## config.mk

```make
export PLATFORM = sky130hd
export DESIGN_NAME = intersection_controller
export DESIGN_NICKNAME = d
export VERILOG_FILES = /design/src/rtl/intersection_controller.sv
export SDC_FILE = /design/constraint.sdc
export NUM_CORES = 1
export LEC_CHECK = 0
export BUFFER_PORTS_ARGS = -buffer_cell sky130_fd_sc_hd__clkbuf_2
export CORE_ASPECT_RATIO = 1.75
export CORE_MARGIN = 3
export CORE_UTILIZATION = 40
export DETAILED_ROUTE_END_ITERATION = 8
export SLEW_MARGIN = 20
export SYNTH_ARGS = -nofsm -noshare
export SYNTH_HDL_FRONTEND = slang
export SYNTH_SLANG_ARGS = --single-unit
```

## constraint.sdc

```tcl
create_clock -name clk -period 2.6 [get_ports clk]
set_clock_uncertainty 0.1 [all_clocks]
set_input_delay 0.13 -clock clk [delete_from_list [all_inputs] [get_ports clk]]
set_output_delay 0.13 -clock clk [all_outputs]
set_load 0.01 [all_outputs]
```

## src/rtl/intersection_controller.sv

```systemverilog
// Four-way intersection lamp sequencer with an optional pedestrian walk phase.
// The walk phase is built only when PED_CROSSING_EN is defined.
module intersection_controller #(
  parameter int GREEN_CYCLES   = 10,
  parameter int YELLOW_CYCLES  = 3,
  parameter int ALL_RED_CYCLES = 2,
  parameter int WALK_CYCLES    = 6
) (
  input  logic clk,
  input  logic rst_n,
  input  logic ped_req,
  output logic ped_ack,
  output logic ns_red,
  output logic ns_yellow,
  output logic ns_green,
  output logic ew_red,
  output logic ew_yellow,
  output logic ew_green,
  output logic walk
);

  typedef enum logic [2:0] {
    NS_GREEN,
    NS_YELLOW,
    CLEAR_A,
    EW_GREEN,
    EW_YELLOW,
    CLEAR_B,
    WALK
  } state_t;

  localparam logic [15:0] GREEN_LAST  = 16'(GREEN_CYCLES - 1);
  localparam logic [15:0] YELLOW_LAST = 16'(YELLOW_CYCLES - 1);
  localparam logic [15:0] CLEAR_LAST  = 16'(ALL_RED_CYCLES - 1);
  localparam logic [15:0] WALK_LAST   = 16'(WALK_CYCLES - 1);

  state_t      state, state_nxt;
  logic [15:0] cnt, cnt_nxt;
  logic        last;
  logic        ped_go;
  logic        owed_ew_go;

  function automatic logic [15:0] phase_last(input state_t s);
    case (s)
      NS_GREEN, EW_GREEN:   return GREEN_LAST;
      NS_YELLOW, EW_YELLOW: return YELLOW_LAST;
      CLEAR_A, CLEAR_B:     return CLEAR_LAST;
      default:              return WALK_LAST;
    endcase
  endfunction

  always_ff @(posedge clk or negedge rst_n) begin
    if (!rst_n) begin
      state <= NS_GREEN;
      cnt   <= '0;
    end else begin
      state <= state_nxt;
      cnt   <= cnt_nxt;
    end
  end

`ifdef PED_CROSSING_EN
  logic ped_pending;
  logic owed_ew;

  // Requests seen during WALK are dropped; the pending flag empties while walking.
  always_ff @(posedge clk or negedge rst_n) begin
    if (!rst_n) begin
      ped_pending <= 1'b0;
      owed_ew     <= 1'b0;
    end else begin
      if (state == WALK)
        ped_pending <= 1'b0;
      else if (ped_req)
        ped_pending <= 1'b1;
      if (last && state == CLEAR_A)
        owed_ew <= 1'b1;
      else if (last && state == CLEAR_B)
        owed_ew <= 1'b0;
    end
  end

  assign ped_go     = ped_pending;
  assign owed_ew_go = owed_ew;
  assign walk       = (state == WALK);
  assign ped_ack    = (state == WALK) && (cnt == '0);
`else
  logic ped_req_unused;
  assign ped_req_unused = ped_req;
  assign ped_go         = 1'b0;
  assign owed_ew_go     = 1'b0;
  assign walk           = 1'b0;
  assign ped_ack        = 1'b0;
`endif

  always_comb begin
    state_nxt = state;
    cnt_nxt   = cnt + 16'd1;
    last      = (cnt == phase_last(state));
    if (last) begin
      cnt_nxt = '0;
      case (state)
        NS_GREEN:  state_nxt = NS_YELLOW;
        NS_YELLOW: state_nxt = CLEAR_A;
        CLEAR_A:   state_nxt = ped_go ? WALK : EW_GREEN;
        EW_GREEN:  state_nxt = EW_YELLOW;
        EW_YELLOW: state_nxt = CLEAR_B;
        CLEAR_B:   state_nxt = ped_go ? WALK : NS_GREEN;
        WALK:      state_nxt = owed_ew_go ? EW_GREEN : NS_GREEN;
        default:   state_nxt = NS_GREEN;
      endcase
    end
  end

  // Lamps are a pure decode of the registered state.
  always_comb begin
    ns_green  = (state == NS_GREEN);
    ns_yellow = (state == NS_YELLOW);
    ew_green  = (state == EW_GREEN);
    ew_yellow = (state == EW_YELLOW);
    ns_red    = !(ns_green || ns_yellow);
    ew_red    = !(ew_green || ew_yellow);
  end

endmodule

```

==> out/qor.txt, run 1 <==
Leakage Power -> 0.511 nW
Worst EP required -> 2.63 ns
Starting density of the core -> 43.2%
Number of pins exceeding their max-slew limit in the final report -> 0
Per-cell routed wire length -> 13.9 um
TritonCTS Buffers -> 3
Routed met3 length -> 34 um
Total Die Area -> 0.00325 sq mm
Gates resized, CTS repair -> 0
Overall die width -> 44.4 um
Number of global-route vias before repair -> 752
Average cell area after synthesis -> 9.74 sq um
Detailed route wirelength on metal2 -> 1050 um
Vias per std cell -> 5.43
Core box area -> 0.00239 sq mm
Cells after synthesis -> 106
Number of clock sinks -> 19
Final min period -> 2.21 ns
Total routing resource utilization after global routing -> 14.1%
Wl on met1 -> 826 um
Global-route congestion overflow total -> 0
Cell area reported after detailed placement -> 0.00107 sq mm
Fill cell count -> 242
CP endpoint kind -> register
Clock-pin slew on the worst setup and hold paths -> 0.07 ns
IO Pins -> 11
CTS tree -> done
Post-route cell area -> 0.00113 sq mm
Num rows -> 23
Setup repair after global routing missed its margin -> no
CP Launch Type -> register
Fin crit share -> 84.9%
Share of cells above drive strength 1 -> 14.2%
Layout overhead on the synthesized area -> 9.21%
Inst Count DP -> 133
Chip height -> 73.2 um
H-tree depth reported by CTS -> 1
Number of nets with antenna violations after detailed routing -> 0
Outcome -> complete, no violations
Nets -> 118
Cell with the biggest individual delay on the critical path -> or4_1
Antenna violations before repair -> 0
Number of iterations in the first detailed-routing pass -> 4
Cell Area, Synth -> 0.00103 sq mm
PD cells -> 445 mW/mm^2
Hold Fails Final Rpt -> 0
Maximum number of buffers from clock root to sink -> 2
HPWL after detailed placement -> 1420 um
Max-Cap Viols -> 0
Uppermost routed layer -> met4
Worst setup path start -> cnt[4]
Setup violations, final -> 0
Share of the yosys chip area belonging to registers -> 46.1%
Path category of the worst min-delay check -> input port to asynchronous set/reset pin
Summed negative setup slack over all endpoints -> 0 ns
Master cell of the clock root buffer -> clkbuf_8
Remaining DRCs -> 0
Final standard cell count with taps included and fillers excluded -> 138
Total detailed-routing wirelength -> 1920 um
Gpl congestion -> 0.741
Clock insertion delay at the later pin of the skew report -> 0.25 ns
Final core occ -> 47.2%
Biggest cell delay along the critical path -> 0.55 ns
Yosys warning count -> 0
Largest net degree at the start of global routing -> 20
Crit-path cells -> or4_1 -> a211oi_2 -> o2111ai_2 -> a21oi_4 -> mux2_4
1st-iter DRT viols -> 17
Hold slack final -> 0.262 ns
Number of different library cells in the post-synthesis netlist -> 32
Setup CP Type -> register to register
Post-CTS Setup Inserts -> 0
IO Port Bufs -> 7
Buf/Inv on CP -> 0
Crit path arrival time -> 2.24 ns
Critical-path maximum fanout -> 6
Maximum frequency from static timing analysis -> 453 MHz
Maximum VDD drop -> 0.229 mV
Category of cells accounting for the largest share of critical-path delay -> compound AO/OA/AOI/OAI gates
Global-route wire length before repair -> 3390 um
Number of synthesized register bits -> 19
Startpoint of the lowest-slack register-to-register path -> cnt[4]
Routed vias -> 749
Ant. Diodes -> 0
cells by family (layout without fill, tap and decap cells):
logic type      count (synthesis)  in the layout  share of synthesized area (%)
simple gates                   46             46                           23.5
flops                          19             19                           46.1
xor+xnor                       14             14                           11.9
compound gates                 13             13                           10.2
buf+inv                        10             16                           4.36
mux                             2              2                           2.42
fa+ha+maj                       1              1                           1.21
other cells                     1              2                          0.363
report_power, final:
part	switching [W]	internal, W	leakage, nW
clock	0.0000892	0.000109	0.0228
sequential	0	0.000296	0.251
combinational	0.00000715	0.00000149	0.237
total	0.0000964	0.000406	0.511
path summary, 6_finish.rpt:
check	end	slack (ns)	cells past startpoint
max	state[0]	0.39	5
min	cnt[6]	0.26	2
max reg2reg	state[0]	0.39	5
min reg2reg	cnt[15]	0.39	1
max in group asynchronous	cnt[13]	1.80	2
min in group clk	cnt[15]	0.39	1
cells in the final DEF (no fill, tap or decap), types with 2 or more instances in the layout:
master	n
or4_1	3
nand3_1	3
a21oi_1	3
conb_1	2
xnor2_1	9
o21ai_0	3
nand2b_1	4
nor2_1	9
inv_1	4
nor3_1	5
nand2_1	9
and3_1	5
dfrtp_1	19
clkbuf_2	7
clkbuf_8	3
xor2_1	5
nand4_1	3
what timing repair did:
item                       4_1_cts  5_1_grt
setup endpoints to repair        0        0
hold buffers                     1        0
hold endpoints to repair        19        0
registers in the layout, summed over array words and instances (netlist names):
signal,flops
cnt,16
state,3
cell type report:
| type | instances | area (sq um) | share of cell area (%) |
|---|---|---|---|
| multi-input cells | 78 | 515 | 45.7 |
| flip-flops and latches | 19 | 475 | 42.2 |
| clock buffers | 4 | 45.0 | 4.00 |
| repair buffers | 8 | 45.0 | 4.00 |
| well taps | 25 | 31.3 | 2.77 |
| inverters | 4 | 15.0 | 1.33 |
Yosys cell counts:
master      n  area, sq um
or4_1       3         22.5
nor3_1      5         25.0
clkbuf_1    4         15.0
nand2_1     9         33.8
or2_2       1         6.26
o221ai_1    1         8.76
nand3_1     3         15.0
mux2_4      1         15.0
a21oi_1     3         15.0
and3_1      5         31.3
nor3b_1     1         7.51
a21oi_4     1         16.3
nand2b_1    4         25.0
and2_1      1         6.26
inv_1       4         15.0
nor4b_1     1         8.76
xor2_1      5         43.8
nand4_1     3         18.8
ha_1        1         12.5
buf_4       2         15.0
dfrtp_1    19          475
and2b_2     1         8.76
nor2_1      9         33.8
o2bb2ai_1   1         8.76
o21ai_0     3         15.0
xnor2_1     9         78.8
a211oi_2    1         12.5
o2111ai_2   1         15.0
conb_1      1         3.75
mux2i_1     1         10.0
a21o_1      1         7.51
a31oi_1     1         6.26
worst reg2reg max path, cell delays in order, from the launching register on:
cell	delay [ns]
dfrtp_1	0.42
or4_1	0.55
a211oi_2	0.23
o2111ai_2	0.20
a21oi_4	0.26
mux2_4	0.32
metrics by stage:
step	power (W)	setup WS [ns]
after floorplan	0.000305	0.526
after global placement	0.000309	0.404
after detailed placement	0.000309	0.387
after CTS	0.000515	0.373
after global routing	0.000527	0.285
final	0.000502	0.393
routing by layer:
metal	track usage, %	vias to the layer above
met3	2.47	2
met1	14.9	369
met2	25.5	6
met4	7.38	0
li1	-	372
met5	0	-
Power figures use the tool's default switching activity.
==> run 2: changes to the inputs <==
- clock period: 2.6 -> 2.3 ns (I/O delays scaled with it)
==> run 2 against run 1 <==
  * Flip-flop and latch count unchanged
  * Combinational power increased by 14%
  * Utilization increased by 0.63 points
  * Clock-buffer cell count unchanged
  * Global-route usage increased by 0.20 points
  * Critical endpoint unchanged
  * Largest power group unchanged
==> out/qor.txt, run 2 (same netlist as run 1, synthesis figures left out) <==
Setup repair after global routing missed its margin -> no
Maximum number of buffers from clock root to sink -> 2
Starting density of the core -> 43.2%
Routed vias -> 771
Num rows -> 23
Clock-pin slew on the worst setup and hold paths -> 0.07 ns
Worst EP required -> 2.34 ns
Fill cell count -> 246
Fin crit share -> 93.0%
Ant. Diodes -> 0
Most common cell after layout, fill and taps aside -> dfrtp_1
Regs by FF count -> cnt (16), state (3)
IO Port Bufs -> 7
Inst Count DP -> 135
Total routing resource utilization after global routing -> 14.3%
Largest net degree at the start of global routing -> 20
Cts-stage hold buffer count -> 1
CP endpoint kind -> register
Maximum frequency from static timing analysis -> 468 MHz
Max-Cap Viols -> 0
Vias per std cell -> 5.51
Summed negative setup slack over all endpoints -> 0 ns
CTS tree -> done
Core box area -> 0.00239 sq mm
Hold Fails Final Rpt -> 0
Remaining DRCs -> 0
HPWL after detailed placement -> 1430 um
Number of global-route vias before repair -> 755
Clock insertion delay at the later pin of the skew report -> 0.25 ns
Layout overhead on the synthesized area -> 10.7%
Path category of the worst min-delay check -> input port to asynchronous set/reset pin
Largest register by flop count -> cnt
Final worst slack -> 0.162 ns
Share of cells above drive strength 1 -> 15.7%
Crit path arrival time -> 2.17 ns
Number of pins exceeding their max-slew limit in the final report -> 0
Number of iterations in the first detailed-routing pass -> 4
Setup CP Type -> register to register
Leakage Power -> 0.521 nW
Global-route wire length before repair -> 3510 um
PD cells -> 502 mW/mm^2
Total detailed-routing wirelength -> 1920 um
Max FFs per register -> 16
Biggest cell delay along the critical path -> 0.53 ns
Cell with the biggest individual delay on the critical path -> or4_1
Overall die width -> 44.4 um
Chip height -> 73.2 um
Maximum VDD drop -> 0.291 mV
Setup Slack @ Placement -> 0.171 ns
Critical-path maximum fanout -> 4
IO Pins -> 11
Final standard cell count with taps included and fillers excluded -> 140
Outcome -> complete, no violations
Global-route congestion overflow total -> 0
Post-CTS Setup Inserts -> 0
Setup violations, final -> 0
Gates resized, CTS repair -> 0
Gpl congestion -> 0.739
Commonest cells after routing, fill and taps aside -> dfrtp_1, nor2_1, xnor2_1, nand2_1, clkbuf_2
Antenna violations before repair -> 0
1st-iter DRT viols -> 16
H-tree depth reported by CTS -> 1
Master cell of the clock root buffer -> clkbuf_8
CP Launch Type -> register
Total Die Area -> 0.00325 sq mm
Final min period -> 2.14 ns
Crit-path cells -> or4_1 -> a211oi_2 -> o2111ai_2 -> a21oi_4 -> mux2_4
Nets -> 120
Number of clock sinks -> 19
TritonCTS Buffers -> 3
Per-cell routed wire length -> 13.7 um
Number of nets with antenna violations after detailed routing -> 0
## run 2: cell count changes in the layout (fill, tap and decap cells not counted), sizes merged
cell  delta
buf      +2
## run 2: final timing paths
check / startpoint / to / slack, ns / cells past startpoint
max in group asynchronous: rst_n / cnt[1] / 1.51 / 2
min in group clk: cnt[15] / cnt[15] / 0.38 / 1
worst max-delay path: cnt[8] / state[0] / 0.16 / 5
worst min-delay path: rst_n / cnt[5] / 0.25 / 2
worst min register to register: cnt[15] / cnt[15] / 0.38 / 1
worst max register to register: cnt[8] / state[0] / 0.16 / 5
## run 2: power by group
group | internal (W) | total, W | switching (W)
clock | 0.000123 | 0.000230 | 0.000107
sequential | 0.000334 | 0.000334 | 0
combinational | 0.00000169 | 0.00000984 | 0.00000815
## run 2: through the flow
step / util, % / total power (W) / hold slack, ns / cell area, sq um
after floorplan: - / 0.000344 / -0.281 / 1040
after global placement: 45.5 / 0.000349 / -0.0122 / 1090
after detailed placement: 45.5 / 0.000349 / -0.00579 / 1090
after CTS: 47.8 / 0.000579 / 0.261 / 1140
after global routing: 47.8 / 0.000597 / 0.291 / 1140
final: 47.8 / 0.000573 / 0.251 / 1140
## run 2: worst max-delay path, delay by kind of cell, from the launching register on
| kind | cells | cell delay, ns |
|---|---|---|
| flip-flops | 1 | 0.42 |
| multiplexers | 1 | 0.31 |
| AND/OR/NAND/NOR | 1 | 0.53 |
| AO/OA/AOI/OAI | 3 | 0.66 |
## run 2: layout make-up
class                           instances  area, sq um  area share, %
Inverter                                4         15.0           1.31
Multi-Input combinational cell         78          515           45.1
Tap cell                               25         31.3           2.74
Sequential cell                        19          475           41.6
Timing Repair Buffer                   10         60.1           5.26
Clock buffer                            4         45.0           3.94
## run 2: layer usage
metal  vias to the layer above  routed length (um)  global-route usage, %
li1                        374                   -                      -
met1                       385                 839                   16.9
met2                        10                1020                   24.4
met3                         2                  44                   2.22
met4                         0                  17                   7.05
met5                         -                   0                      0
==> run 3: changes to the inputs <==
- clock period: 2.3 -> 2.2 ns (I/O delays scaled with it)
==> run 3 against run 2 <==
  * Non-clock buffer count increased by 4
  * First-iteration DRC count increased by 6.3%
  * Clock power about the same
  * Combinational power about the same
  * Wire length decreased by 0.42%
  * Critical endpoint unchanged
  * Largest power group unchanged
  * Highest routed layer unchanged
==> out/qor.txt, run 3 (same netlist as run 1, synthesis figures left out) <==
Outcome -> complete, no violations
Cell area reported after detailed placement -> 0.00110 sq mm
Commonest cells after routing, fill and taps aside -> dfrtp_1, nor2_1, xnor2_1, nand2_1, clkbuf_2
Critical-path maximum fanout -> 4
CTS tree -> done
Vias per std cell -> 5.31
Tot Pwr -> 0.000591 W
Final min period -> 2.10 ns
Path category of the worst min-delay check -> input port to asynchronous set/reset pin
IO Pins -> 11
Per-cell routed wire length -> 13.3 um
IO Port Bufs -> 7
Fill cell count -> 232
Routed vias -> 765
Maximum frequency from static timing analysis -> 476 MHz
Largest register by flop count -> cnt
TritonCTS Buffers -> 3
Number of global-route vias before repair -> 786
Setup repair after global routing missed its margin -> no
Setup violations, final -> 0
Total Die Area -> 0.00325 sq mm
1st-iter DRT viols -> 17
Crit path arrival time -> 2.13 ns
Antenna violations before repair -> 0
H-tree depth reported by CTS -> 1
Leakage Power -> 0.542 nW
Master cell of the clock root buffer -> clkbuf_8
Largest net degree at the start of global routing -> 20
Overall die width -> 44.4 um
Clock insertion delay at the later pin of the skew report -> 0.25 ns
Max-Cap Viols -> 0
Gpl congestion -> 0.792
Post-route cell area -> 0.00118 sq mm
Chip height -> 73.2 um
Setup CP Type -> register to register
Hold Fails Final Rpt -> 0
Share of cells above drive strength 1 -> 19.3%
Remaining DRCs -> 0
Layout overhead on the synthesized area -> 13.9%
Global-route congestion overflow total -> 0
CP endpoint kind -> register
Worst EP required -> 2.23 ns
Maximum VDD drop -> 0.341 mV
Max FFs per register -> 16
Starting density of the core -> 43.2%
Nets -> 124
Summed negative setup slack over all endpoints -> 0 ns
Number of pins exceeding their max-slew limit in the final report -> 0
Core box area -> 0.00239 sq mm
Fin crit share -> 95.5%
Clock-pin slew on the worst setup and hold paths -> 0.07 ns
Regs by FF count -> cnt (16), state (3)
Num rows -> 23
Ant. Diodes -> 0
PD cells -> 503 mW/mm^2
Most common cell after layout, fill and taps aside -> dfrtp_1
CP Launch Type -> register
Maximum number of buffers from clock root to sink -> 2
Total detailed-routing wirelength -> 1920 um
Total routing resource utilization after global routing -> 14.2%
Number of nets with antenna violations after detailed routing -> 0
HPWL after detailed placement -> 1400 um
Global-route wire length before repair -> 3500 um
Number of iterations in the first detailed-routing pass -> 4
Number of clock sinks -> 19
run 3: cell types whose count changed in the layout (fill, tap and decap cells not counted), sizes merged:
cell,delta
buf,+4
run 3: final cells by class:
cell class              count  area, sq um  area share (%)
multi-input cells          78          519            44.1
flip-flops and latches     19          475            40.4
repair buffers             14         90.1            7.66
clock buffers               4         45.0            3.83
well taps                  25         31.3            2.66
inverters                   4         15.0            1.28
run 3: routing by layer:
metal	routed length (um)	GRT usage (%)	up-vias
li1	-	-	384
met1	799	17.2	371
met2	1060	24.7	8
met3	43	2.22	2
met4	17	5.03	0
met5	0	0	-
run 3: final timing paths:
path,slack (ns),startpoint,end,cells after the start
max,0.1,cnt[13],state[0],5
min,0.25,rst_n,cnt[2],2
max reg2reg,0.1,cnt[13],state[0],5
min reg2reg,0.39,cnt[15],cnt[15],1
max in group asynchronous,1.42,rst_n,cnt[8],2
min in group clk,0.39,cnt[15],cnt[15],1
run 3: report_power, final:
part           switching [W]  internal, W  total [W]
combinational     0.00000836   0.00000176  0.0000101
clock               0.000104     0.000128   0.000232
sequential                 0     0.000349   0.000349
total               0.000112     0.000479   0.000591
run 3: timing repair:
| item | 4_1_cts | 5_1_grt |
|---|---|---|
| hold buffers | 1 | 0 |
| endpoints found under the hold margin | 19 | 0 |
| resized for setup | 0 | 1 |
| setup endpoints to repair | 0 | 1 |
| setup buffers | 0 | 2 |
run 3: through the flow:
stage / instances / setup slack [ns] / util, % / hold slack (ns)
2_1_floorplan: 107 / 0.126 / - / -0.286
3_3_place_gp: 137 / 0.100 / 46.1 / -0.0174
3_5_place_dp: 137 / 0.0795 / 46.1 / -0.0117
4_1_cts: 142 / 0.0736 / 48.5 / 0.262
5_1_grt: 144 / 0.0200 / 49.2 / 0.272
6_report: 144 / 0.0988 / 49.2 / 0.246
run 3: critical path, stage by stage (launching register included):
cell	delay (ns)
dfrtp_1	0.41
or4_4	0.52
a211oi_2	0.23
o2111ai_2	0.20
a21oi_4	0.21
mux2_4	0.31
